File: src/rtl/trans_conv_upsample_pad.sv
// Streaming zero-insertion + zero-padding front end for transposed convolution.
// Emits an OUT_H x OUT_W raster frame per IN_HEIGHT x IN_WIDTH input frame.
module trans_conv_upsample_pad #(
  parameter int unsigned DATA_WIDTH = 16,
  parameter int unsigned IN_WIDTH   = 7,
  parameter int unsigned IN_HEIGHT  = 7,
  parameter int unsigned STRIDE     = 2,
  parameter int unsigned PAD_TOP    = 1,
  parameter int unsigned PAD_BOTTOM = 2,
  parameter int unsigned PAD_LEFT   = 1,
  parameter int unsigned PAD_RIGHT  = 2
) (
  input  logic                         clk,
  input  logic                         rst,
  input  logic                         valid_in,
  input  logic signed [DATA_WIDTH-1:0] data_in,
  output logic                         ready_out,
  output logic                         valid_out,
  output logic signed [DATA_WIDTH-1:0] data_out,
  output logic                         sof_out,
  output logic                         eof_out,
  input  logic                         ready_in
);

  localparam int unsigned UP_W  = IN_WIDTH * STRIDE;
  localparam int unsigned UP_H  = IN_HEIGHT * STRIDE;
  localparam int unsigned OUT_W = UP_W + PAD_LEFT + PAD_RIGHT;
  localparam int unsigned OUT_H = UP_H + PAD_TOP + PAD_BOTTOM;
  localparam int unsigned ROW_W = (OUT_H > 1) ? $clog2(OUT_H) : 1;
  localparam int unsigned COL_W = (OUT_W > 1) ? $clog2(OUT_W) : 1;
  localparam int unsigned PH_W  = (STRIDE > 1) ? $clog2(STRIDE) : 1;

  logic [ROW_W-1:0] row_cnt, row_nxt;
  logic [COL_W-1:0] col_cnt, col_nxt;
  logic [PH_W-1:0]  row_ph, row_ph_nxt;
  logic [PH_W-1:0]  col_ph, col_ph_nxt;
  logic             row_act, col_act, row_last, col_last;
  logic             at_data, at_first, at_last, ld, advance;

  // Position decode: phases are zero exactly on the non-inserted samples
  assign row_act  = (32'(row_cnt) >= PAD_TOP) && (32'(row_cnt) < PAD_TOP + UP_H);
  assign col_act  = (32'(col_cnt) >= PAD_LEFT) && (32'(col_cnt) < PAD_LEFT + UP_W);
  assign row_last = (32'(row_cnt) == OUT_H - 1);
  assign col_last = (32'(col_cnt) == OUT_W - 1);
  assign at_data  = row_act && col_act && (row_ph == '0) && (col_ph == '0);
  assign at_first = (row_cnt == '0) && (col_cnt == '0);
  assign at_last  = row_last && col_last;

  assign ld        = !valid_out || ready_in;
  assign advance   = ld && (!at_data || valid_in);
  assign ready_out = !rst && ld && at_data;

  // Next raster position; phases restart when the unpadded region is entered
  always_comb begin
    row_nxt    = row_cnt;
    col_nxt    = col_cnt;
    row_ph_nxt = row_ph;
    col_ph_nxt = col_ph;
    if (col_last) begin
      col_nxt    = '0;
      col_ph_nxt = '0;
      if (row_last) begin
        row_nxt    = '0;
        row_ph_nxt = '0;
      end else begin
        row_nxt = row_cnt + ROW_W'(1);
        if ((32'(row_cnt) + 32'd1 == PAD_TOP) || (row_ph == PH_W'(STRIDE - 1)))
          row_ph_nxt = '0;
        else
          row_ph_nxt = row_ph + PH_W'(1);
      end
    end else begin
      col_nxt = col_cnt + COL_W'(1);
      if ((32'(col_cnt) + 32'd1 == PAD_LEFT) || (col_ph == PH_W'(STRIDE - 1)))
        col_ph_nxt = '0;
      else
        col_ph_nxt = col_ph + PH_W'(1);
    end
  end

  always_ff @(posedge clk) begin
    if (rst) begin
      row_cnt <= '0;
      col_cnt <= '0;
      row_ph  <= '0;
      col_ph  <= '0;
    end else if (advance) begin
      row_cnt <= row_nxt;
      col_cnt <= col_nxt;
      row_ph  <= row_ph_nxt;
      col_ph  <= col_ph_nxt;
    end
  end

  // Output register: loads on advance, drains to a bubble on an upstream stall
  always_ff @(posedge clk) begin
    if (rst) begin
      valid_out <= 1'b0;
      data_out  <= '0;
      sof_out   <= 1'b0;
      eof_out   <= 1'b0;
    end else if (advance) begin
      valid_out <= 1'b1;
      data_out  <= at_data ? data_in : '0;
      sof_out   <= at_first;
      eof_out   <= at_last;
    end else if (ld) begin
      valid_out <= 1'b0;
    end
  end

endmodule
File: config.mk
export PLATFORM = sky130hd
export DESIGN_NAME = trans_conv_upsample_pad
export DESIGN_NICKNAME = d
export VERILOG_FILES = /design/src/rtl/trans_conv_upsample_pad.sv
export SDC_FILE = /design/constraint.sdc
export NUM_CORES = 1
export LEC_CHECK = 0
export ABC_AREA = 1
export BUFFER_PORTS_ARGS = -buffer_cell sky130_fd_sc_hd__buf_2
export CAP_MARGIN = 20
export CORE_MARGIN = 4
export CORE_UTILIZATION = 60
export CTS_BUF_LIST = sky130_fd_sc_hd__clkbuf_8
export DETAILED_ROUTE_END_ITERATION = 8
export PLACE_DENSITY_LB_ADDON = 0.25
export SKIP_CTS_REPAIR_TIMING = 1
export SLEW_MARGIN = 20
export SYNTH_ARGS = -nofsm -noshare
export SYNTH_HDL_FRONTEND = slang
export SYNTH_SLANG_ARGS = --single-unit
File: constraint.sdc
create_clock -name clk -period 2.7 [get_ports clk]
set_input_delay 0.54 -clock clk [delete_from_list [all_inputs] [get_ports clk]]
set_output_delay 0.54 -clock clk [all_outputs]
set_load 0.005 [all_outputs]
* After elaboration in Yosys (flattened, before gate mapping)
Cells that the tools add are included.
** Storage, ports and cells
- Output and inout port bits :: 20
- Input port bits :: 20
- Register bits after elaboration :: 31
** Cells by class
- Multiplexer cells :: 9
- $lt $le $gt $ge :: 4
- Add/subtract/negate cells :: 6
- Reductions and logical operators :: 21
- Bitwise operators :: 2
- Equality and inequality tests :: 4
** Operators with widths (number)
- $mux W16 :: 1
- $add A5 B1 Y6 const B :: 2
- $eq A6 B1 Y1 const B :: 2
- $add A5 B1 Y5 const B :: 2
- $eq A5 B5 Y1 const B :: 2
- $ge A5 B1 Y1 const B :: 2
- $logic_and A1 B1 Y1 :: 10
- $logic_not A5 Y1 :: 2
- $lt A5 B4 Y1 const B :: 2
- $mux W5 :: 2
- $mux W1 :: 6
- $logic_or A1 B1 Y1 :: 4
- $logic_not A1 Y1 :: 3
- $add A1 B1 Y1 const B :: 2
- $not A1 Y1 :: 2
- $reduce_and A2 Y1 :: 1
- $reduce_bool A2 Y1 :: 1

* Longest topological paths before layout
- Depth in word-level cells :: 9
- Mapped depth :: 12

* Worst setup path before layout
No wires, ideal clock.
- Kind :: input port to output port
- Start :: input port rst
- End :: output port ready_out
- Arrival time :: 1.123 ns
- Slack :: 1.037 ns
- Required time :: 2.160 ns
- Buffers on the path :: 1
- Stages on the path :: 2
- Cell sequence :: clkbuf_1 -> nor4_1
** On the way
- Cells in the longest elaborated chain, start to end :: 3
** Ends and longest elaborated chain
- start, declared :: RTL line 14 : input logic rst,
- $logic_not A1 Y1 :: RTL line 51 : assign ready_out = !rst && ld && at_data;
- $logic_and A1 B1 Y1 (2 in a row) :: RTL line 51
- end, declared :: RTL line 17 : output logic ready_out,
No other way between the ends.

* Worst setup path after layout
- Start :: register col_cnt[1]
- End :: output port ready_out
** On the way
- Cells in the longest elaborated chain, start to end :: 6
** Ends and longest elaborated chain
- start, declared :: RTL line 34 : logic [COL_W-1:0] col_cnt, col_nxt;
- start signal, assigned :: RTL line 89 : col_cnt <= col_nxt;
- $ge A5 B1 Y1 / $lt A5 B4 Y1 (equally long branches) :: RTL line 42 : assign col_act = (32'(col_cnt) >= PAD_LEFT) && (32'(col_cnt) < PAD_LEFT + UP_W);
- $logic_and A1 B1 Y1 * :: RTL line 42
- $logic_and A1 B1 Y1 * (3 in a row) :: RTL line 45 : assign at_data = row_act && col_act && (row_ph == '0) && (col_ph == '0);
- $logic_and A1 B1 Y1 * :: RTL line 51
Mark *: on every way between the ends. The rest lies on a longest branch, timed or not.

==> impl_table.tex <==
\begin{tabular}{lr}
\hline
Metric & Value \\
\hline
\multicolumn{2}{l}{\textbf{Status}} \\
Outcome & finished clean \\
\multicolumn{2}{l}{\textbf{Worst setup path}} \\
Critical R2R Capture & col\_cnt[0] \\
Internal reg-to-reg setup slack & 0.88 ns \\
Maximum fanout encountered on the critical timing path & 5 \\
Worst Setup Start Kind & flop \\
CP required & 2.16 ns \\
Worst setup path class & flop to primary output \\
Arrival time at the worst endpoint & 1.65 ns \\
Number of cells on the worst reg-to-reg path & 12 \\
Setup crit end kind & primary output \\
Worst r2r src & col\_cnt[1] \\
\multicolumn{2}{l}{\textbf{Die}} \\
Full die area & 0.00392 sq mm \\
Die Span Y & 62.6 um \\
Number of placement rows & 19 \\
Floorplan die width & 62.6 um \\
Effective utilization at floorplan & 0.638 \\
Total core area & 0.00281 sq mm \\
IO Pins & 40 \\
\multicolumn{2}{l}{\textbf{Global routing}} \\
Pin count of the biggest net entering global routing & 26 \\
Wire length of the first global-routing pass & 6.44 mm \\
Remaining global-route overflow & 0 \\
Global-route usage over all layers & 0.201 \\
Number of global-route vias before repair & 1445 \\
Number of antenna violations at the first check in global routing & 0 \\
\multicolumn{2}{l}{\textbf{Yosys}} \\
Post-Synthesis Mean Instance Area & 7.30 sq um \\
Synth Register Bits & 31 \\
Post-synth net total & 273 \\
Predominant post-synthesis flop cell & dfxtp\_1 \\
Cell type contributing the most total cell area after synthesis & dfxtp\_1 \\
Number of enable flip-flop cells after synthesis & 0 \\
Top post-synthesis cells by area & dfxtp\_1 35\%, nand2\_1 12\%, nand4\_1 6.6\% \\
Area of the mapped netlist & 0.00179 sq mm \\
Fraction of the yosys area taken by sequential cells & 0.347 \\
Number of warnings reported in the yosys synthesis log & 0 \\
Fraction of post-synthesis cell area in the top cell type by area & 0.347 \\
Ys async rst share & 0 \\
Cell count after synthesis & 245 \\
Number of library cell types mapped by synthesis & 28 \\
\multicolumn{2}{l}{\textbf{CTS}} \\
H-Tree Depth & 2 \\
Clk sink count & 31 \\
TritonCTS buffer count & 5 \\
Clock tree from TritonCTS & built \\
Later-pin clock latency in the skew report & 0.29 ns \\
Clock-pin slew on the worst setup and hold paths & 0.06 ns \\
Cell at the root of the clock tree & clkbuf\_8 \\
Maximum buffer depth of the clock tree & 2 \\
\multicolumn{2}{l}{\textbf{Layout}} \\
Final instance area & 0.00204 sq mm \\
Commonest non-fill, non-tap cells in the layout & 56 x nand2\_1, 39 x buf\_2, 31 x nor2\_1, 31 x dfxtp\_1, 30 x inv\_1 \\
Fraction of final layout cells sized beyond drive strength 1 & 0.284 \\
Area delta synth->final & 14.0\% \\
Post-layout net count & 309 \\
Most common cell after layout, fill and taps aside & nand2\_1 \\
Post-route insts no fill & 313 \\
Antenna diode count & 0 \\
\multicolumn{2}{l}{\textbf{Placement}} \\
Port Buf Inserts & 39 \\
Count of placed standard cells including taps & 305 \\
Routability congestion estimate & 0.836 \\
Placed wire-length estimate & 2.72 mm \\
Post-place instance area & 0.00192 sq mm \\
\multicolumn{2}{l}{\textbf{Routing}} \\
Wire per inst & 12.1 um \\
Total via count in the routed design & 1608 \\
Vias per cell & 5.14 \\
Violation count after the first detailed-route iteration & 67 \\
Number of iterations in the first detailed-routing pass & 4 \\
Routed wire length & 3.78 mm \\
Number of antenna-violating nets in the routed design & 0 \\
Residual DRC count & 0 \\
\multicolumn{2}{l}{\textbf{Power}} \\
Cell area power density & 705 mW/mm\^{}2 \\
Leakage power figure & 0.00102 uW \\
VDD IR-drop max & 0.493 mV \\
Overall power consumption & 1440 uW \\
\multicolumn{2}{l}{\textbf{Hold path}} \\
Min-delay src & data\_out[9] \\
Hold-critical path endpoint & data\_out[9] \\
Hold WC Path Type & flop to flop \\
Number of instances on the worst hold path & 2 \\
\multicolumn{2}{l}{\textbf{STA}} \\
Worst clock skew & 0.00314 ns \\
Final worst path period need & 2.19 ns \\
Worst-case headroom to the max-slew limit & 0.711 \\
Worst Tran Pin Value & 0.433 ns \\
Achievable Freq & 0.457 GHz \\
Unrepaired setup endpoints after global routing & no \\
Setup Viol. Count Final & 0 \\
Hold Vio Cnt, Final & 0 \\
Setup TNS & 0 ns \\
Pins over their slew limit & 0 \\
Final period util & 0.810 \\
\multicolumn{2}{l}{\textbf{Flow run}} \\
Max capacitance violation total & 0 \\
\hline
\end{tabular}
-- state kept, by name, summed over array words and instances, names as in the netlist --
name	count
col_cnt	5
col_ph	1
data_out	16
eof_out	1
row_cnt	5
row_ph	1
sof_out	1
valid_out	1
-- power by group --
part / leakage [uW] / switching, uW / total (uW) / internal, uW
sequential: 0.000252 / 40.4 / 543 / 502
clock: 0.0000612 / 180 / 479 / 298
combinational: 0.000711 / 269 / 416 / 147
total: 0.00102 / 490 / 1440 / 948
-- worst max-delay path, cell delays in order (launching register included) --
cell	delay [ns]
dfxtp_1	0.35
inv_1	0.11
ha_1	0.16
inv_1	0.04
nand3_1	0.11
nand3_1	0.16
nor4_1	0.26
buf_2	0.16
-- stage by stage --
step,hold slack (ns),setup WS (ns),util
floorplan,0.455,1.04,-
global placement,0.446,0.869,0.685
detailed placement,0.454,0.855,0.685
CTS,0.462,0.520,0.727
global route,0.484,0.396,0.727
finish,0.460,0.514,0.727
-- cells in the mapped netlist, types with 5 or more instances --
master,number
a21oi_1,10
a21oi_2,7
buf_6,6
dfxtp_1,31
ha_1,8
inv_1,30
nand2_1,56
nand2_2,7
nand3_1,6
nand4_1,19
nor2_1,31
nor2_2,5
-- routing by layer --
layer | global-route usage | vias to the layer above | wire (um)
met5 | 0 | - | 0
met4 | 0.0826 | 0 | 65
met3 | 0.0504 | 7 | 178
met2 | 0.341 | 31 | 1790
met1 | 0.240 | 727 | 1750
li1 | - | 843 | -
-- layout make-up --
type / instances / area, sq um
clock buffers: 6 / 82.6
clock inverters: 2 / 35.0
fillers: 230 / 766
inverters: 34 / 128
multi-input cells: 169 / 932
flip-flops and latches: 31 / 621
well taps: 31 / 38.8
repair buffers: 40 / 203
-- worst max path at each step --
stage               slack, ns         to        from
floorplan                1.04  ready_out         rst
global placement         0.87  ready_out  col_cnt[1]
detailed placement       0.86  ready_out  col_cnt[1]
CTS                      0.52  ready_out  col_cnt[1]
global route             0.40  ready_out  col_cnt[1]
finish                   0.51  ready_out  col_cnt[1]
-- cell families (layout without fill, tap and decap cells) --
group           count (synthesis)  in the layout  share of synthesized area
xor+xnor                        4              4                     0.0196
fa+ha+maj                       8              8                     0.0559
compound gates                 21             21                     0.0734
flops                          31             31                      0.347
buf+inv                        45             82                      0.132
simple gates                  136            136                      0.372
No activity file was read; power rests on OpenSTA's default activity.
